## src/rtl/sc_mac_array.sv

```systemverilog
// ----------------------------------------------------------------------------
// sc_mac_array
// Deterministic stochastic-computing multiply-accumulate over NUM_CH operand
// pairs. Each operand is turned into a unary bit stream by comparing it with a
// counter. X is compared with the low half of the counter and Y with the high
// half (clock-division pairing), so an AND of the two streams holds exactly
// x*y ones over L = 2**(2*WIDTH) cycles. The channel products are then summed.
// ADD_MODE=0 sums them exactly with a per-cycle popcount. ADD_MODE=1 picks one
// channel per cycle through an LFSR-driven MUX, which scales the sum by
// 1/NUM_CH. The summed stream is counted back to binary.
//
// Ports
//   clk      in   rising-edge clock
//   rst      in   asynchronous, active-low reset
//   start    in   run request, sampled only while idle
//   x_bn     in   NUM_CH packed X operands, channel i at [i*WIDTH +: WIDTH]
//   y_bn     in   NUM_CH packed Y operands, same packing
//   busy     out  high from start acceptance until done
//   done     out  one-cycle pulse, result valid
//   result   out  binary count of the summed stream, held until next start
//   q_sn     out  summed stream bit (ADD_MODE=1), else 0
//   q_valid  out  q_sn qualifier (ADD_MODE=1), else 0
// ----------------------------------------------------------------------------
module sc_mac_array #(
   parameter int WIDTH    = 7,
   parameter int NUM_CH   = 4,
   parameter int ADD_MODE = 0,
   parameter int SEED     = 35
) (
   input  logic                                 clk,
   input  logic                                 rst,
   input  logic                                 start,
   input  logic [NUM_CH*WIDTH-1:0]              x_bn,
   input  logic [NUM_CH*WIDTH-1:0]              y_bn,
   output logic                                 busy,
   output logic                                 done,
   output logic [2*WIDTH+$clog2(NUM_CH)-1:0]    result,
   output logic                                 q_sn,
   output logic                                 q_valid
);

   localparam int CNT_W = 2 * WIDTH;
   localparam int SEL_W = $clog2(NUM_CH);
   localparam int PC_W  = SEL_W + 1;            // popcount of NUM_CH bits
   localparam int ACC_W = 2 * WIDTH + SEL_W;

   typedef enum logic [1:0] {S_IDLE, S_RUN, S_DRAIN, S_DONE} state_t;

   state_t                      state_reg;
   logic [CNT_W-1:0]            cnt_reg;
   logic                        drain_reg;
   logic [NUM_CH*WIDTH-1:0]     x_reg, y_reg;
   logic [NUM_CH-1:0]           p_reg, p_next;
   logic                        v1_reg;
   logic                        busy_reg, done_reg;
   logic [ACC_W-1:0]            result_reg;
   logic                        q_sn_reg, q_valid_reg;
   logic                        q_sn_next, q_valid_next;
   logic [PC_W-1:0]             add_next;

   wire start_acc = (state_reg == S_IDLE) && start;
   wire in_run    = (state_reg == S_RUN);

   // Stream generators: X against cnt_lo, Y against cnt_hi.
   genvar gi;
   generate
      for (gi = 0; gi < NUM_CH; gi++) begin : g_sng
         wire sx = x_reg[gi*WIDTH +: WIDTH] > cnt_reg[WIDTH-1:0];
         wire sy = y_reg[gi*WIDTH +: WIDTH] > cnt_reg[CNT_W-1:WIDTH];
         assign p_next[gi] = sx & sy;
      end
   endgenerate

   generate
      if (ADD_MODE == 0) begin : g_exact
         always_comb begin
            add_next = '0;
            for (int i = 0; i < NUM_CH; i++)
               add_next = add_next + PC_W'(p_reg[i]);
         end
         assign q_sn_next    = 1'b0;
         assign q_valid_next = 1'b0;
      end else begin : g_scaled
         // Fibonacci LFSR, shift left; tap n sits at bit n-1.
         localparam logic [7:0] TAPS =
            (WIDTH == 3) ? 8'h06 : (WIDTH == 4) ? 8'h0C :
            (WIDTH == 5) ? 8'h14 : (WIDTH == 6) ? 8'h30 :
            (WIDTH == 7) ? 8'h60 : 8'hB8;
         logic [WIDTH-1:0] lfsr_reg;
         logic [SEL_W-1:0] sel_reg;
         wire fb = ^(lfsr_reg & TAPS[WIDTH-1:0]);

         always_ff @(posedge clk or negedge rst) begin
            if (!rst) begin
               lfsr_reg <= WIDTH'(SEED);
               sel_reg  <= '0;
            end else if (start_acc) begin
               lfsr_reg <= WIDTH'(SEED);
            end else if (in_run) begin
               // sel travels with the product registered on the same edge
               sel_reg  <= lfsr_reg[WIDTH-1 -: SEL_W];
               lfsr_reg <= {lfsr_reg[WIDTH-2:0], fb};
            end
         end

         assign q_sn_next    = v1_reg & p_reg[sel_reg];
         assign q_valid_next = v1_reg;
         assign add_next     = PC_W'(q_sn_next);
      end
   endgenerate

   always_ff @(posedge clk or negedge rst) begin
      if (!rst) begin
         state_reg   <= S_IDLE;
         cnt_reg     <= '0;
         drain_reg   <= 1'b0;
         x_reg       <= '0;
         y_reg       <= '0;
         p_reg       <= '0;
         v1_reg      <= 1'b0;
         busy_reg    <= 1'b0;
         done_reg    <= 1'b0;
         result_reg  <= '0;
         q_sn_reg    <= 1'b0;
         q_valid_reg <= 1'b0;
      end else begin
         done_reg <= 1'b0;

         // stage 1: product register, zero outside RUN so stage 2 idles
         p_reg  <= in_run ? p_next : '0;
         v1_reg <= in_run;

         // stage 2: accumulate summed stream
         q_sn_reg    <= q_sn_next;
         q_valid_reg <= q_valid_next;
         if (v1_reg)
            result_reg <= result_reg + ACC_W'(add_next);

         case (state_reg)
            S_IDLE: begin
               if (start) begin
                  x_reg      <= x_bn;
                  y_reg      <= y_bn;
                  cnt_reg    <= '0;
                  result_reg <= '0;
                  busy_reg   <= 1'b1;
                  state_reg  <= S_RUN;
               end
            end
            S_RUN: begin
               if (cnt_reg == {CNT_W{1'b1}}) begin
                  drain_reg <= 1'b0;
                  state_reg <= S_DRAIN;
               end else begin
                  cnt_reg <= cnt_reg + 1'b1;
               end
            end
            S_DRAIN: begin
               // two cycles: lets stage 1 and stage 2 empty
               drain_reg <= 1'b1;
               if (drain_reg)
                  state_reg <= S_DONE;
            end
            S_DONE: begin
               done_reg  <= 1'b1;
               busy_reg  <= 1'b0;
               state_reg <= S_IDLE;
            end
            default: state_reg <= S_IDLE;
         endcase
      end
   end

   assign busy    = busy_reg;
   assign done    = done_reg;
   assign result  = result_reg;
   assign q_sn    = q_sn_reg;
   assign q_valid = q_valid_reg;

endmodule

```

## config.mk

```make
export PLATFORM = sky130hd
export DESIGN_NAME = sc_mac_array
export DESIGN_NICKNAME = d
export VERILOG_FILES = /design/src/rtl/sc_mac_array.sv
export SDC_FILE = /design/constraint.sdc
export NUM_CORES = 1
export LEC_CHECK = 0
export ABC_AREA = 0
export CORE_MARGIN = 1
export CORE_UTILIZATION = 45
export CTS_CLUSTER_SIZE = 28
export DETAILED_ROUTE_END_ITERATION = 10
export PLACE_DENSITY = 0.68
export SYNTH_ARGS = -nofsm -noshare
export SYNTH_HDL_FRONTEND = slang
export SYNTH_SLANG_ARGS = --single-unit
```

## constraint.sdc

```tcl
create_clock -name clk -period 6.43 [get_ports clk]
set_input_delay 1.286 -clock clk [delete_from_list [all_inputs] [get_ports clk]]
set_output_delay 1.286 -clock clk [all_outputs]
set_load 0.005 [all_outputs]
```

==> results.md, run 1 <==
* Asr flop ratio synth at 1.000
* Synthesized area at 5468 um^2
* DR DRC count at 2
* Layout fillers at a little over 1k
* Min Tclk post-route at 3.126 ns
* CTS tree: yes
* Critical-path maximum fanout at 42
* Antenna cells at 0
* Slew Viols, Final at 0
* Global-route met1 utilization at 0.2830
* Worst path cell trace: clkdlybuf4s50_1 -> and2_2 -> buf_4 -> nor2_1 -> a41o_1
* Pwr dens at roughly 180 nW/um^2
* Finished Cell Area at 6624 um^2
* CTS sink count at 96
* Layout Utilization at 0.5704
* IO Pins at 79
* Crit path buf inv count at 2
* Cell count after synthesis at just over 600
* Largest net degree at the start of global routing at 52
* All-layer global routing usage at 0.2198
* Final hold vios at 0
* CP Data Arrival Time at 3.38 ns
* Failing checks: DRC
* Die Ht at ~110 um
* Die X-Extent at ~110 um
* Top delay family on crit path: buffers and inverters
* Clock Skew at 0.007870 ns
* Wirelength per Cell at 15.53 um
* Max cap viols at 0
* Crit Path Category: primary input to flip-flop
* Yosys cell types at 48
* Placed insts at 808
* Post-CTS Setup Inserts at 0
* Primary FF master, synth: dfrtp_1
* Status: finished, violations left
* Worst setup SP type: primary input
* CTS Buf Count at 9
* Initial DRC count at 272
* Maximum vdd ir drop at 116.3 uV
* Final setup viols at 0
* Final WL at 12780 um
* Final setup TNS at 0 ns
* CTS root buf: clkbuf_16
* Kind of end point of the critical path: flip-flop
* EDFF count, synth at 0
* Max incr delay on CP at 0.63 ns
* FMAX at 0.3199 GHz
* Hold Buf Count CTS at 0
* CP max stage cell: and2_2
* Clock transition at path regs at 0.07 ns
* Core area at 11610 um^2
* Synth Warn # at 0
* Vias in the first global route at 4559
* LEAKAGE at 0.003207 uW
* Hpwl dp at ~9200 um
* Rows at 39
* Top Usage Layer GRT: met2
* Placement Cell Area at 6330 um^2
* Worst skew pair latency at 0.36 ns
* Post-synthesis sequential area ratio at 0.4394
* Slew @ Worst Pin at 0.8626 ns
* RSZ-0062 raised after global routing: no
* Pre-antenna DRT Iters at 10
* DRT antenna net count at 0
* Routability cong. at 0.8757
* Avg Cell Area, Syn at roughly 9.0 um^2
* Initial antenna violation count at 0
* Post-CTS sizing at 0
* Post-synthesis register bit count at 96
* Area growth syn-to-layout at 21.14%
* IO buf count at between 70 and 80
* Hold Slack at 0.4853 ns
* Type of the tightest min-delay check: flip-flop to flip-flop
* Nets@finish at 800
* Max clock buf depth at 2
* Vias/cell at 5.501
* Fin crit share at 0.4861
* CP required at around 6.7 ns
* GRT Residual Overflow at 0
* Global-route wire length before repair at between 20000 and 25000 um
* Layout cell share with drive strength beyond 1 at 0.03676
* Met2 Resource Use GR at 0.3573
* H-tree depth at 3
* Finished Layout Cells at 823
* Max_slew headroom at 0.4205
* Via count at 4527
* Met3 usage at 0.04266
* Initial Utilization at 0.4708
* Die footprint at 12600 um^2
## report_power, final
part,switching [uW],internal (uW)
Sequential,0,604
Combinational,17.7,31.5
Clock,240,302
## metrics by stage
stage / worst slack, ns / power [uW]
after global routing: 3.178 / 1232
after global placement: 3.039 / 664.9
after CTS: 3.326 / 1206
after floorplan: 3.770 / 617.3
final: 3.304 / 1195
after detailed placement: 2.951 / 665.6
## routing by layer
layer | vias up | wire [um]
met1 | 2131 | 5868
li1 | 2243 | -
met4 | 0 | 395
met5 | - | 0
met2 | 125 | 5915
met3 | 28 | 601
## layout by cell type (no fill, tap or decap), types with 3 or more instances in the layout
cell / n
nor3_1: 5
mux2_2: 3
fa_1: 3
buf_4: 4
or4_1: 6
nor2_1: 24
inv_1: 31
a211oi_1: 10
clkdlybuf4s50_1: 75
and4_1: 7
or3_1: 8
o21ai_0: 22
xnor2_1: 4
nor4_1: 4
and3_1: 4
clkbuf_16: 9
o211ai_1: 6
nor2b_1: 5
o21a_1: 5
ha_1: 62
a2111oi_0: 4
a21oi_1: 33
nand3_1: 15
dfrtp_1: 96
nand4_1: 14
nand3b_1: 5
nand2_1: 179
o31ai_1: 6
## logic make-up after synthesis
family / Yosys count / share of synthesized area
AOI/OAI and AO/OA: 96 / 0.1098
xor gates and xnor gates: 6 / 0.009611
and+or+nand+nor: 285 / 0.2378
muxes: 5 / 0.009840
adders and majority gates: 65 / 0.1529
buffers and inverters: 53 / 0.04004
other: 1 / 0.0006858
DFF: 96 / 0.4394
## worst register-to-register path: stages, from the launching register on
cell and delay [ns]:
dfrtp_1 0.43, fa_1 0.54, inv_1 0.05, fa_1 0.38
inv_1 0.08, fa_1 0.21, nand3_1 0.16, nor4_1 0.60
a21oi_1 0.14, o21a_1 0.20
## Yosys cell counts (7+ instances only)
cell type | count | share of area
o21ai_0 | 22 | 0.020
inv_1 | 31 | 0.021
clkbuf_1 | 13 | 0.0089
nand2_1 | 179 | 0.12
a211oi_1 | 10 | 0.014
nand3_1 | 15 | 0.014
nor2_1 | 24 | 0.016
ha_1 | 62 | 0.14
nand4_1 | 14 | 0.016
dfrtp_1 | 96 | 0.44
or3_1 | 8 | 0.0092
and4_1 | 7 | 0.011
a21oi_1 | 33 | 0.030
## final cells by class
class | count | area, um^2 | area share
inverter | 31 | 116.4 | 0.01757
clock inverter | 6 | 68.82 | 0.01039
clock buffer | 9 | 225.2 | 0.03400
timing repair buffer | 79 | 780.7 | 0.1179
multi-input combinational | 459 | 2851 | 0.4305
tap | 143 | 178.9 | 0.02701
sequential | 96 | 2402 | 0.3627
## final timing paths
path | from | endpoint | slack, ns | cells past startpoint
min | y_reg[13] | y_reg[13] | 0.49 | 2
max in group asynchronous | rst | x_reg[9] | 4.46 | 2
min reg2reg | y_reg[13] | y_reg[13] | 0.49 | 2
min in group asynchronous | rst | state_reg[0] | 0.91 | 1
max reg2reg | result[0] | result[14] | 3.53 | 9
max | start | result[7] | 3.30 | 5
Note: power is estimated with default switching activity, not from simulation.
==> run 2: changes to the inputs <==
clock period = 3.3 ns   (was 6.43 ns; I/O delays follow)
==> run 2 against run 1 <==
  * The flow still finishes with violations (DRC)
  * Total power is 94% higher
  * Hold slack worse by 0.15 ns
  * Wire length increased by 0.33%
  * Combinational power rose by 98%
  * Core utilization is 0.26 points higher
  * Clock-buffer cell count increased by 2
  * Non-clock buffer count increased by 3
  * Cell count up 0.49%
==> results.md, run 2 (synthesis results as in run 1) <==
* Vias in the first global route at 4584
* Crit Path Category: flip-flop to flip-flop
* CTS Buf Count at 9
* Hpwl dp at 9555 um
* Global-route wire length before repair at 21740 um
* Die X-Extent at between 100 and 150 um
* Sequential Power Share at 0.508
* Type of the tightest min-delay check: primary input to asynchronous set/reset pin
* Slew @ Worst Pin at 0.8941 ns
* Finished Cell Area at between 6000 and 7000 um^2
* Final setup TNS at 0 ns
* Maximum vdd ir drop at between 200 and 250 uV
* Clock network power share at 0.450
* Area growth syn-to-layout at 21.69%
* CTS root buf: clkbuf_16
* Die footprint at 12600 um^2
* DR DRC count at 1
* CP Data Arrival Time at 3.14 ns
* Layout Utilization at 0.5729
* Hold Buf Count CTS at 0
* Worst skew pair latency at 0.35 ns
* Max cap viols at 0
* Initial Utilization at 0.4708
* Worst setup SP type: flip-flop
* Initial DRC count at between 200 and 300
* Core area at 11610 um^2
* DRT antenna net count at 0
* Switching Share at 0.2102
* Hold Slack at approximately 0.34 ns
* Antenna cells at 0
* IO buf count at 76
* Rows at 39
* Fin crit share at 0.8712
* Failing checks: DRC
* Routability cong. at around 0.85
* Max clock buf depth at 2
* IO Pins at 79
* Worst path cell trace: fa_1 -> inv_1 -> fa_1 -> nand2b_1 -> a2111o_1 -> or4_1 -> a21oi_1
* CTS sink count at 96
* Max_slew headroom at 0.3993
* Worst reg-to-reg path cell count at 7
* Multi-input gate area at roughly 2900 um^2
* Final setup viols at 0
* FF+latch area at 2402 um^2
* Total power at 2314 uW
* CP required at approximately 3.6 ns
* CP max stage cell: fa_1
* H-tree depth at 3
* Via count at between 4k and 5k
* Kind of end point of the critical path: flip-flop
* Highest-count cells in the layout ignoring fill and taps: 179 x nand2_1, 96 x dfrtp_1, 75 x clkdlybuf4s50_1
* Wirelength per Cell at 15.50 um
* Gate power share at 0.042
* Reg2Reg Setup Slack at 0.43 ns
* Most used cell along the critical path: fa_1
* Post-CTS Setup Inserts at 0
* Total internal power at 1828 uW
* Sw power at between 400 and 500 uW
* Initial antenna violation count at 0
* Slew Viols, Final at 0
* Critical-path maximum fanout at 8
* Layout fillers at 1021
* Status: finished, violations left
* Clock Skew at ~0.0076 ns
* Worst r2r src: result[0]
* Min Tclk post-route at 2.875 ns
* RSZ-0062 raised after global routing: no
* Post-CTS sizing at 0
* Placement Cell Area at 6365 um^2
* All-layer global routing usage at 0.2188
* Clock transition at path regs at 0.07 ns
* LEAKAGE at 0.003224 uW
* CTS tree: yes
* Pwr dens at 347.8 nW/um^2
* Vias/cell at approximately 5.6
* FMAX at 0.3478 GHz
* Commonest non-fill, non-tap cell in the layout: nand2_1
* Layout cell share with drive strength beyond 1 at 0.03947
* Nets@finish at 803
* Largest net degree at the start of global routing at 51
* Max incr delay on CP at roughly 0.56 ns
* Final WL at between 10000 and 15000 um
* Final hold vios at 0
* GRT Residual Overflow at 0
* Pre-antenna DRT Iters at 10
* Die Ht at 112.2 um
* R2r endpoint: result[15]
==> run 2: changes by cell type in the layout (fill, tap and decap cells not counted) <==
cell,before,now
buf_12,0,1
buf_4,4,6
clkbuf_1,0,2
clkinv_2,1,2
clkinv_4,1,0
inv_6,2,1
==> run 2: how the worst max path moves through the flow <==
stage,endpoint,cells after the start,slack (ns),start
6_report,result[15],7,0.43,result[0]
5_1_grt,result[14],9,0.23,result[0]
4_1_cts,result[15],7,0.41,result[0]
3_5_place_dp,result[15],7,0.45,result[0]
3_3_place_gp,result[15],7,0.58,result[0]
2_1_floorplan,result[15],7,0.64,result[0]
==> run 2: cell type report <==
type	count	share of cell area
inverter	31	0.01749
sequential	96	0.3610
tap	143	0.02689
clock inverter	5	0.008462
timing repair buffer	82	0.1226
clock buffer	11	0.03498
multi-input combinational	459	0.4285
==> run 2: critical path: cells and delay by family, from the launching register on <==
family          cells  cell delay [ns]
fa+ha+maj           2             0.93
simple gates        2             0.71
buf+inv             1             0.06
compound gates      2             0.69
flops               1             0.41
==> run 2: power groups by stage <==
stage,clock (uW),combinational (uW),sequential (uW)
final,1040,97.3,1180
after global routing,1100,107,1180
after CTS,1060,99.7,1180
after detailed placement,0,99.2,1200
after global placement,0,96.7,1200
after floorplan,0,3.91,1200
==> run 2: routing by layer <==
layer / vias to the layer above / GRT usage / part of all wire
met2: 142 / 0.3805 / 0.48
li1: 2250 / - / -
met4: 0 / 0.07556 / 0.019
met3: 19 / 0.03564 / 0.046
met5: - / 0 / 0
met1: 2206 / 0.2770 / 0.45
==> run 2: stage by stage <==
stage / setup WS (ns) / std cells
after floorplan: 0.6402 / 608
after global placement: 0.5804 / 811
after detailed placement: 0.4528 / 811
after CTS: 0.4128 / 827
after global routing: 0.2342 / 827
final: 0.4251 / 827
